**src/rtl/matrix_multiplier_nxn_if.sv**
```systemverilog
// Host-side bus of the NxN matrix multiplier: A/B element writes, multiply control and R readback.
interface matrix_multiplier_nxn_if #(
    parameter int unsigned N  = 3,
    parameter int unsigned DW = 3,
    parameter int unsigned RW = 8
);
    localparam int unsigned IW = (N < 2) ? 1 : $clog2(N);

    logic          start;
    logic          mode;
    logic          wr_en;
    logic          wr_sel;
    logic [IW-1:0] wr_row;
    logic [IW-1:0] wr_col;
    logic [DW-1:0] wr_data;
    logic [IW-1:0] rd_row;
    logic [IW-1:0] rd_col;
    logic [RW-1:0] rd_data;
    logic          busy;
    logic          done;

    // Host side drives control and indices, receives status and read data.
    modport master (
        output start, mode, wr_en, wr_sel, wr_row, wr_col, wr_data, rd_row, rd_col,
        input  rd_data, busy, done
    );

    // Multiplier side.
    modport slave (
        input  start, mode, wr_en, wr_sel, wr_row, wr_col, wr_data, rd_row, rd_col,
        output rd_data, busy, done
    );
endinterface

```
**src/rtl/matrix_multiplier_nxn.sv**
```systemverilog
// Sequential NxN matrix multiplier: R = A*B or R = R + A*B, one multiply-accumulate per cycle.
// The loop runs k innermost, then col, then row; each R element is written when k reaches N-1.
module matrix_multiplier_nxn #(
    parameter int unsigned N  = 3,
    parameter int unsigned DW = 3,
    parameter int unsigned RW = 8
) (
    input  logic                   i_clk,
    input  logic                   i_rst_n,
    matrix_multiplier_nxn_if.slave bus
);
    localparam int unsigned IW      = (N < 2) ? 1 : $clog2(N);
    localparam logic [IW:0]   LP_N    = (IW + 1)'(N);
    localparam logic [IW-1:0] LP_LAST = IW'(N - 1);

    typedef enum logic [1:0] {StIdle, StMac, StDone} state_e;

    state_e          r_state;
    logic [IW-1:0]   r_row;
    logic [IW-1:0]   r_col;
    logic [IW-1:0]   r_k;
    logic [RW-1:0]   r_acc;
    logic            r_mode;
    logic            r_busy;
    logic            r_done;
    logic [RW-1:0]   r_rd_data;

    logic [DW-1:0]   r_a [N][N];
    logic [DW-1:0]   r_b [N][N];
    logic [RW-1:0]   r_r [N][N];

    logic [2*DW-1:0] w_prod;
    logic [RW-1:0]   w_prod_rw;
    logic [RW-1:0]   w_base;
    logic [RW-1:0]   w_acc_next;
    logic            w_k_last;
    logic            w_col_last;
    logic            w_row_last;
    logic            w_wr_ok;
    logic            w_rd_ok;
    logic            w_r_wr;

    // MAC datapath and index decode.
    always_comb begin
        w_prod     = (2 * DW)'(r_a[r_row][r_k]) * (2 * DW)'(r_b[r_k][r_col]);
        // Product is zero-extended or truncated to the result width; sums wrap.
        w_prod_rw  = RW'(w_prod);
        if (r_k != '0) begin
            w_base = r_acc;
        end else if (r_mode) begin
            w_base = r_r[r_row][r_col];
        end else begin
            w_base = '0;
        end
        w_acc_next = w_base + w_prod_rw;
        w_k_last   = (r_k == LP_LAST);
        w_col_last = (r_col == LP_LAST);
        w_row_last = (r_row == LP_LAST);
        w_r_wr     = (r_state == StMac) && w_k_last;
        // Host writes are only accepted in IDLE and only for in-range indices.
        w_wr_ok    = (r_state == StIdle) && bus.wr_en &&
                     ({1'b0, bus.wr_row} < LP_N) && ({1'b0, bus.wr_col} < LP_N);
        w_rd_ok    = ({1'b0, bus.rd_row} < LP_N) && ({1'b0, bus.rd_col} < LP_N);
    end

    // Control FSM with loop counters, accumulator and registered busy/done.
    always_ff @(posedge i_clk or negedge i_rst_n) begin
        if (!i_rst_n) begin
            r_state <= StIdle;
            r_row   <= '0;
            r_col   <= '0;
            r_k     <= '0;
            r_acc   <= '0;
            r_mode  <= 1'b0;
            r_busy  <= 1'b0;
            r_done  <= 1'b0;
        end else begin
            r_done <= 1'b0;
            unique case (r_state)
                StIdle: begin
                    // A start arriving while busy never reaches this branch, so it is dropped.
                    if (bus.start) begin
                        r_state <= StMac;
                        r_mode  <= bus.mode;
                        r_row   <= '0;
                        r_col   <= '0;
                        r_k     <= '0;
                        r_busy  <= 1'b1;
                    end
                end
                StMac: begin
                    r_acc <= w_acc_next;
                    if (w_k_last) begin
                        r_k <= '0;
                        if (w_col_last) begin
                            r_col <= '0;
                            if (w_row_last) begin
                                r_row   <= '0;
                                r_state <= StDone;
                                r_done  <= 1'b1;
                            end else begin
                                r_row <= r_row + 1'b1;
                            end
                        end else begin
                            r_col <= r_col + 1'b1;
                        end
                    end else begin
                        r_k <= r_k + 1'b1;
                    end
                end
                StDone: begin
                    r_state <= StIdle;
                    r_busy  <= 1'b0;
                end
                default: begin
                    r_state <= StIdle;
                    r_busy  <= 1'b0;
                end
            endcase
        end
    end

    // Operand storage, written from the host port in IDLE.
    always_ff @(posedge i_clk or negedge i_rst_n) begin
        if (!i_rst_n) begin
            for (int i = 0; i < int'(N); i++) begin
                for (int j = 0; j < int'(N); j++) begin
                    r_a[i][j] <= '0;
                    r_b[i][j] <= '0;
                end
            end
        end else if (w_wr_ok) begin
            if (bus.wr_sel) begin
                r_b[bus.wr_row][bus.wr_col] <= bus.wr_data;
            end else begin
                r_a[bus.wr_row][bus.wr_col] <= bus.wr_data;
            end
        end
    end

    // Result storage, written once per element on its last k step.
    always_ff @(posedge i_clk or negedge i_rst_n) begin
        if (!i_rst_n) begin
            for (int i = 0; i < int'(N); i++) begin
                for (int j = 0; j < int'(N); j++) begin
                    r_r[i][j] <= '0;
                end
            end
        end else if (w_r_wr) begin
            r_r[r_row][r_col] <= w_acc_next;
        end
    end

    // Registered readback; out-of-range indices read as zero.
    always_ff @(posedge i_clk or negedge i_rst_n) begin
        if (!i_rst_n) begin
            r_rd_data <= '0;
        end else if (w_rd_ok) begin
            r_rd_data <= r_r[bus.rd_row][bus.rd_col];
        end else begin
            r_rd_data <= '0;
        end
    end

    assign bus.rd_data = r_rd_data;
    assign bus.busy    = r_busy;
    assign bus.done    = r_done;
endmodule

```
**src/flat_wrapper.sv**
```systemverilog
// flat-port wrapper written by rule: the top's interface ports become plain ports
module matrix_multiplier_nxn_flat 
#(
    parameter int unsigned N  = 3,
    parameter int unsigned DW = 3,
    parameter int unsigned RW = 8
)
  (i_clk, i_rst_n, bus_start, bus_mode, bus_wr_en, bus_wr_sel, bus_wr_row, bus_wr_col, bus_wr_data, bus_rd_row, bus_rd_col, bus_rd_data, bus_busy, bus_done);
  matrix_multiplier_nxn_if #(.N(N), .DW(DW), .RW(RW)) bus_i ();
  input  logic i_clk;
  input  logic i_rst_n;
  input wire logic [$bits(bus_i.start)-1:0] bus_start;
  input wire logic [$bits(bus_i.mode)-1:0] bus_mode;
  input wire logic [$bits(bus_i.wr_en)-1:0] bus_wr_en;
  input wire logic [$bits(bus_i.wr_sel)-1:0] bus_wr_sel;
  input wire logic [$bits(bus_i.wr_row)-1:0] bus_wr_row;
  input wire logic [$bits(bus_i.wr_col)-1:0] bus_wr_col;
  input wire logic [$bits(bus_i.wr_data)-1:0] bus_wr_data;
  input wire logic [$bits(bus_i.rd_row)-1:0] bus_rd_row;
  input wire logic [$bits(bus_i.rd_col)-1:0] bus_rd_col;
  output wire logic [$bits(bus_i.rd_data)-1:0] bus_rd_data;
  output wire logic [$bits(bus_i.busy)-1:0] bus_busy;
  output wire logic [$bits(bus_i.done)-1:0] bus_done;
  assign bus_i.start = bus_start;
  assign bus_i.mode = bus_mode;
  assign bus_i.wr_en = bus_wr_en;
  assign bus_i.wr_sel = bus_wr_sel;
  assign bus_i.wr_row = bus_wr_row;
  assign bus_i.wr_col = bus_wr_col;
  assign bus_i.wr_data = bus_wr_data;
  assign bus_i.rd_row = bus_rd_row;
  assign bus_i.rd_col = bus_rd_col;
  assign bus_rd_data = bus_i.rd_data;
  assign bus_busy = bus_i.busy;
  assign bus_done = bus_i.done;
  matrix_multiplier_nxn #(.N(N), .DW(DW), .RW(RW)) u_core (.i_clk(i_clk), .i_rst_n(i_rst_n), .bus(bus_i));
endmodule
```
**config.mk**
```make
export PLATFORM = sky130hd
export DESIGN_NAME = matrix_multiplier_nxn_flat
export DESIGN_NICKNAME = d
export VERILOG_FILES = /design/src/rtl/matrix_multiplier_nxn_if.sv /design/src/rtl/matrix_multiplier_nxn.sv /design/src/flat_wrapper.sv
export SDC_FILE = /design/constraint.sdc
export NUM_CORES = 1
export LEC_CHECK = 0
export BUFFER_PORTS_ARGS = -buffer_cell sky130_fd_sc_hd__buf_2
export CORE_AREA = 3 3 167 169
export DETAILED_ROUTE_END_ITERATION = 8
export DIE_AREA = 0 0 170 172
export HOLD_SLACK_MARGIN = 0.15
export PLACE_DENSITY_LB_ADDON = 0.15
export SYNTH_ARGS = -nofsm -noshare
export SYNTH_HDL_FRONTEND = slang
export SYNTH_SLANG_ARGS = --single-unit
```
**constraint.sdc**
```tcl
create_clock -name i_clk -period 12.8 [get_ports i_clk]
set_clock_uncertainty 0.05 [all_clocks]
set_input_delay 2.56 -clock i_clk [delete_from_list [all_inputs] [get_ports i_clk]]
set_output_delay 2.56 -clock i_clk [all_outputs]
set_load 0.03 [all_outputs]
```
==> results of run 1 <==
worst reg2reg max path: stages (launching register included):
cell and delay (ps):
dfrtp_1 590, clkinv_1 310, nor2_1 470, a221oi_1 180
o32ai_1 480, nand2_1 150, fa_1 530, fa_1 540
inv_1 60, fa_1 460, a21o_1 170, a21o_1 200
xnor2_1 560, o21ai_0 210
layout make-up:
class	count	area [sq um]	share of cell area (%)
Sequential cell	153	3830	43.34
Inverter	21	78.83	0.8921
Clock buffer	22	484.2	5.480
Timing Repair Buffer	30	166.4	1.883
Clock inverter	8	47.55	0.5381
Tap cell	341	426.7	4.829
Multi-Input combinational cell	517	3802	43.03
sequential cells by signal, summed over array words and instances (netlist names):
name and count:
u_core.r_state 2, u_core.r_r 72, u_core.r_col 2, u_core.bus.done 1, u_core.r_acc 8, u_core.bus.busy 1
u_core.r_mode 1, u_core.r_k 2, u_core.r_a 27, u_core.bus.rd_data 8, u_core.r_b 27, u_core.r_row 2
worst max-delay path by stage:
stage / slack [ps] / end / cells past startpoint
floorplan: 8590 / u_core.r_r[71]$_DFFE_PN0P_ / 16
global placement: 7940 / u_core.r_r[53]$_DFFE_PN0P_ / 12
detailed placement: 7660 / u_core.r_r[37]$_DFFE_PN0P_ / 13
CTS: 7640 / u_core.r_r[37]$_DFFE_PN0P_ / 13
global route: 7320 / u_core.r_r[61]$_DFFE_PN0P_ / 13
finish: 7690 / u_core.r_r[37]$_DFFE_PN0P_ / 13
logic make-up after synthesis:
family / after synthesis / share of synthesized area (%)
and+or+nand+nor: 180 / 10.29
AOI/OAI and AO/OA: 191 / 16.59
adders and majority gates: 14 / 2.691
DFF: 153 / 48.44
xor gates and xnor gates: 4 / 0.5383
muxes: 128 / 17.97
buffers and inverters: 66 / 3.483
routing by layer:
| layer | vias up | wire length (um) | part of all wire (%) |
|---|---|---|---|
| li1 | 2689 | - | - |
| met1 | 2938 | 10670 | 47 |
| met2 | 147 | 10950 | 48 |
| met3 | 28 | 811 | 3.5 |
| met4 | 0 | 469 | 2.0 |
| met5 | - | 0 | 0 |
synth_stat cells, types with 10 or more instances:
cell type and number:
inv_1 17, dfrtp_1 153, nand2_1 90, o21ai_1 10, a22oi_1 12, mux2i_1 20
a221oi_1 14, o22ai_1 21, nor2_1 34, mux2_2 107, clkbuf_1 27, o21ai_0 61
o31ai_1 12, a21oi_1 12, buf_2 10
cells in the final DEF (no fill, tap or decap), types with 9 or more instances in the layout:
master / synthesis / final
dfrtp_1: 153 / 152
mux2_2: 107 / 107
nand2_1: 90 / 90
o21ai_0: 61 / 61
nor2_1: 34 / 34
buf_2: 10 / 25
o22ai_1: 21 / 21
mux2i_1: 20 / 20
inv_1: 17 / 17
clkbuf_16: 0 / 17
a221oi_1: 14 / 14
a21oi_1: 12 / 12
a22oi_1: 12 / 12
o31ai_1: 12 / 12
o21ai_1: 10 / 10
o2bb2ai_1: 9 / 9
nor3_1: 9 / 9
ha_1: 9 / 9
power by group:
part / switching [W] / internal, W / leakage, nW
Combinational: 0.000280 / 0.000151 / 1.68
Sequential: 0.0000643 / 0.000542 / 2.10
Clock: 0.000196 / 0.000265 / 0.259
Total: 0.000541 / 0.000957 / 4.04
per-stage QoR:
stage               instance area (sq um)  setup WS, ps  utilization (%)  hold slack (ps)
detailed placement                   8304          7661            31.07            421.1
CTS                                  8836          7643            33.06            433.7
finish                               8836          7686            33.06            431.6
global route                         8836          7324            33.06            469.9
floorplan                            7904          8593                -            398.9
global placement                     8304          7936            31.07            411.4
==> qor.csv, run 1 <==
metric,value,unit
power.leakage,4.036,nW
hold_viol,0,
synth_area_leaders,"dfrtp_1, mux2_2, nand2_1, o21ai_0, mux2i_1",
syn_nets,767,
end_kind,flop,
hp-start,u_core.r_acc[3]$_DFFE_PN0P_,
crit_required,13020,ps
vias,5802,
ys_ff_latch,153,
grt_busiest_layer,met2,
cts-root-buf,clkbuf_16,
fp.dieH,172,um
syn_avg_cell_area,10.74,sq um
synth_seq_area_share,48.44,%
synth-main-ff-cell,dfrtp_1,
cts_hold_buffers,0,
crit_chain,"clkinv_1, nor2_1, a221oi_1, o32ai_1, nand2_1, fa_1, fa_1, inv_1, fa_1, a21o_1, a21o_1, xnor2_1, o21ai_0",
yosys.cell_types.count,56,
io_buffers,26,
rsz0062_at_grt,no,
run_status,finished clean,
dpl.hpwl,15280,um
grt_max_degree,79,
cts_htree_levels,4,
setup_viol,0,
power_density,169.6,nW/um^2
whs_endpoint,u_core.r_acc[3]$_DFFE_PN0P_,
cp-start-kind,flop,
fin_nets,771,
die_area,29240,sq um
slew_headroom,34.42,%
crit_path_max_fanout,14,
syn-cell-area,7904,sq um
gp_congestion,0.8124,
drt-initial-drc-count,478,
cts_buffers,17,
synth_edf_count,0,
wl_per_cell,20.98,um
core,26730,sq um
diodes,0,
arrival,5330,ps
yosys_warnings,0,
start_util,29.57,%
postCtsSetupBuffers,0,
antenna_found_initial,0,
boundaryPins,27,
synth_async_sr_flop_share,100.0,%
path_class,reg2reg,
grt_pass1_vias,6100,
dp.cells,1062,
cts.sinks,153,
drt-total-wl,22910,um
ir_worst_vdd,0.00007922,V
critical_path.startpoint,u_core.r_k[0]$_DFFE_PN0P_,
cts.path.max_buffers,2,
antenna_left,0,
grtUsageTotal,16.23,%
period_share,39.96,%
post-synth-top-area-fraction,48.44,%
holdCritPathClass,reg2reg,
clkLatencyLatePin,420,ps
cts_resized,0,
post_drt_via_cell_ratio,5.313,
crit_top_cell,fa_1,
instances_no_fill,1092,
die_w,170,um
synth_cells,736,
cts_tree,built,
grt_use_met3,3.224,%
cp_top_family,adder cells,
worst_pin_slew,983.6,ps
min_period,5114,ps
drive_gt1_share,23.17,%
crit_path_top_delay_cell,dfrtp_1,
syn2layout_area_growth,11.79,%
reg2reg_slack,7690,ps
yosysTopAreaCell,dfrtp_1,
fmax,195.5,MHz
clkTransAtPathRegs,60,ps
setup_tns,0,ps
met1_usage,21.68,%
hold_depth,2,
drt-pass1-iter-count,5,
overflow,0,
cap_violations,0,
reg2reg_depth,13,
r2r-end,u_core.r_r[37]$_DFFE_PN0P_,
timing.rr.start,u_core.r_k[0]$_DFFE_PN0P_,
met2_usage,26.69,%
slew_viol_final,0,
fill_cells,2716,
route.detailed.drc,0,
cp.buffers_inverters,2,
row_count,60,
p_total,0.001498,W
critical_path.max_stage_delay,590,ps
grt_pass1_wl,36230,um
No activity file was read; power rests on OpenSTA's default activity.
==> run 2: changes to the inputs <==
==> constraint.sdc (replaced) <==
create_clock -name i_clk -period 4.6 [get_ports i_clk]
set_clock_uncertainty 0.05 [all_clocks]
set_input_delay 0.92 -clock i_clk [delete_from_list [all_inputs] [get_ports i_clk]]
set_output_delay 0.92 -clock i_clk [all_outputs]
set_load 0.03 [all_outputs]
==> qor.csv, run 2 (synthesized netlist as in run 1, its figures left out) <==
metric,value,unit,change
run_status,finished clean,,
clkTransAtPathRegs,70,ps,about the same
grtUsageTotal,16.65,%,+0.42 points
worst_pin_slew,982.3,ps,-1.355 ps
drive_gt1_share,25.45,%,+2.3 points
instances_no_fill,1111,,+1.7%
fmax,229.7,MHz,+17%
cap_violations,0,,unchanged
cp_top_family,compound AO/OA/AOI/OAI gates,,
route.detailed.drc,0,,unchanged
post_drt_via_cell_ratio,5.329,,+0.31%
diodes,0,,unchanged
cp-start-kind,flop,,
final_cell_mix,"dfrtp_1, mux2_2, nand2_1",,
ir_worst_vdd,0.0002647,V,+230%
syn2layout_area_growth,14.72,%,
path_class,reg2reg,,
hold_ws,440.5,ps,+8.873 ps
grt_max_degree,104,,+32%
cts_tree,built,,
power.leakage,4.147,nW,+2.7%
fin_nets,788,,+2.2%
setup_tns,0,ps,unchanged
wl_per_cell,21.13,um,+0.75%
top_register,u_core.r_r,,
cts.sinks,153,,unchanged
crit_required,4830,ps,-8190 ps
cp.buffers_inverters,3,,+1
crit_path_max_fanout,13,,-1
cts_htree_levels,4,,unchanged
regArea,3830,sq um,unchanged
power_density,495.5,nW/um^2,+190%
arrival,4590,ps,-740 ps
period_share,94.63,%,+55 points
overflow,0,,unchanged
slew_viol_final,0,,unchanged
vias,5921,,+2.1%
io_buffers,26,,unchanged
antenna_found_initial,0,,unchanged
final_common_cell,dfrtp_1,,
core,26730,sq um,unchanged
gp_congestion,0.8542,,+5.1%
boundaryPins,27,,unchanged
critical_path.max_stage_delay,550,ps,-40 ps
fill_cells,2713,,-0.11%
placed_area,8432,sq um,+1.5%
multi_input_area,3825,sq um,+0.59%
cts-root-buf,clkbuf_16,,
fp.dieH,172,um,unchanged
grt_pass1_wl,37120,um,+2.5%
dpl.hpwl,15620,um,+2.2%
slew_headroom,34.51,%,+0.090 points
antenna_left,0,,unchanged
design_area,9067,sq um,+2.6%
cts.path.max_buffers,2,,unchanged
reg_top3,"u_core.r_r x72, u_core.r_a x27, u_core.r_b x27",,
cts_buffers,17,,unchanged
drt-pass1-iter-count,7,,+2
start_util,29.57,%,unchanged
holdCritPathClass,reg2reg,,
drt-total-wl,23480,um,+2.5%
hold_viol,0,,unchanged
dp.cells,1079,,+1.6%
drt-initial-drc-count,522,,+9.2%
die_w,170,um,unchanged
clkLatencyLatePin,430,ps,about the same
end_kind,flop,,
min_period,4353,ps,-761.7 ps
largest_reg_flops,72,,unchanged
row_count,60,,unchanged
rsz0062_at_grt,no,,
crit_path_top_delay_cell,fa_1,,
cts_hold_buffers,0,,unchanged
setup_viol,0,,unchanged
die_area,29240,sq um,unchanged
crit_chain,"buf_4, inv_1, a221oi_1, o32ai_1, nand2_1, fa_1, fa_1, inv_1, fa_1, a21o_1, a21o_1, a21oi_1, o211a_2, o31ai_1",,
grt_pass1_vias,6302,,+3.3%
crit_top_cell,fa_1,,
==> run 2: metal layers <==
layer,global-route usage [%],vias up,share of wire [%]
met1,22.53,2987,46
met3,3.475,36,4.6
li1,-,2723,-
met2,27.07,175,47
met5,0,-,0
met4,5.044,0,2.3
==> run 2: per-stage QoR <==
step / util (%) / worst slack [ps] / power (W)
floorplan: - / 392.8 / 0.002520
global placement: 31.55 / 199.5 / 0.002987
detailed placement: 31.55 / 58.03 / 0.003013
CTS: 33.84 / 53.31 / 0.004513
global route: 33.93 / 6.501 / 0.004725
finish: 33.93 / 247.2 / 0.004493
==> run 2: worst paths after layout <==
kind / startpoint / endpoint / slack, ps / depth (start not counted)
hold / removal: u_core.r_acc[3]$_DFFE_PN0P_ / u_core.r_acc[3]$_DFFE_PN0P_ / 440 / 2
setup / recovery: u_core.r_k[1]$_DFFE_PN0P_ / u_core.r_r[71]$_DFFE_PN0P_ / 250 / 14
max in group asynchronous: i_rst_n / u_core.r_b[22]$_DFFE_PN0P_ / 2940 / 2
hold reg to reg: u_core.r_acc[3]$_DFFE_PN0P_ / u_core.r_acc[3]$_DFFE_PN0P_ / 440 / 2
setup reg to reg: u_core.r_k[1]$_DFFE_PN0P_ / u_core.r_r[71]$_DFFE_PN0P_ / 250 / 14
min in group asynchronous: i_rst_n / u_core.bus.rd_data[6]$_DFF_PN0_ / 570 / 1
==> run 2: area by class of cell <==
| type | count | share of cell area (%) |
|---|---|---|
| Sequential cell | 153 | 42.24 |
| Multi-Input combinational cell | 517 | 42.18 |
| Clock buffer | 20 | 4.926 |
| Tap cell | 341 | 4.705 |
| Timing Repair Buffer | 47 | 3.243 |
| Clock inverter | 12 | 1.835 |
| Inverter | 21 | 0.8693 |
==> run 2: power by group <==
part	switching [W]	leakage (nW)	internal, W
Clock	0.000603	0.285	0.000878
Sequential	0.000137	2.10	0.00151
Combinational	0.000864	1.76	0.000503
Total	0.00160	4.15	0.00289
==> run 2: worst reg2reg max path, cell delays in order (launching register included) <==
cell      delay (ps)
dfrtp_1          480
buf_4            250
inv_1            160
a221oi_1          70
o32ai_1          400
nand2_1          140
fa_1             520
fa_1             550
inv_1             60
fa_1             470
a21o_1           170
a21o_1           200
a21oi_1          240
o211a_2          350
o31ai_1          110
==> run 2: repair_timing <==
action	in CTS	in global routing
gates resized for setup	0	5
setup endpoints to repair	0	11
buffers inserted	0	0
endpoints found under the hold margin	0	0
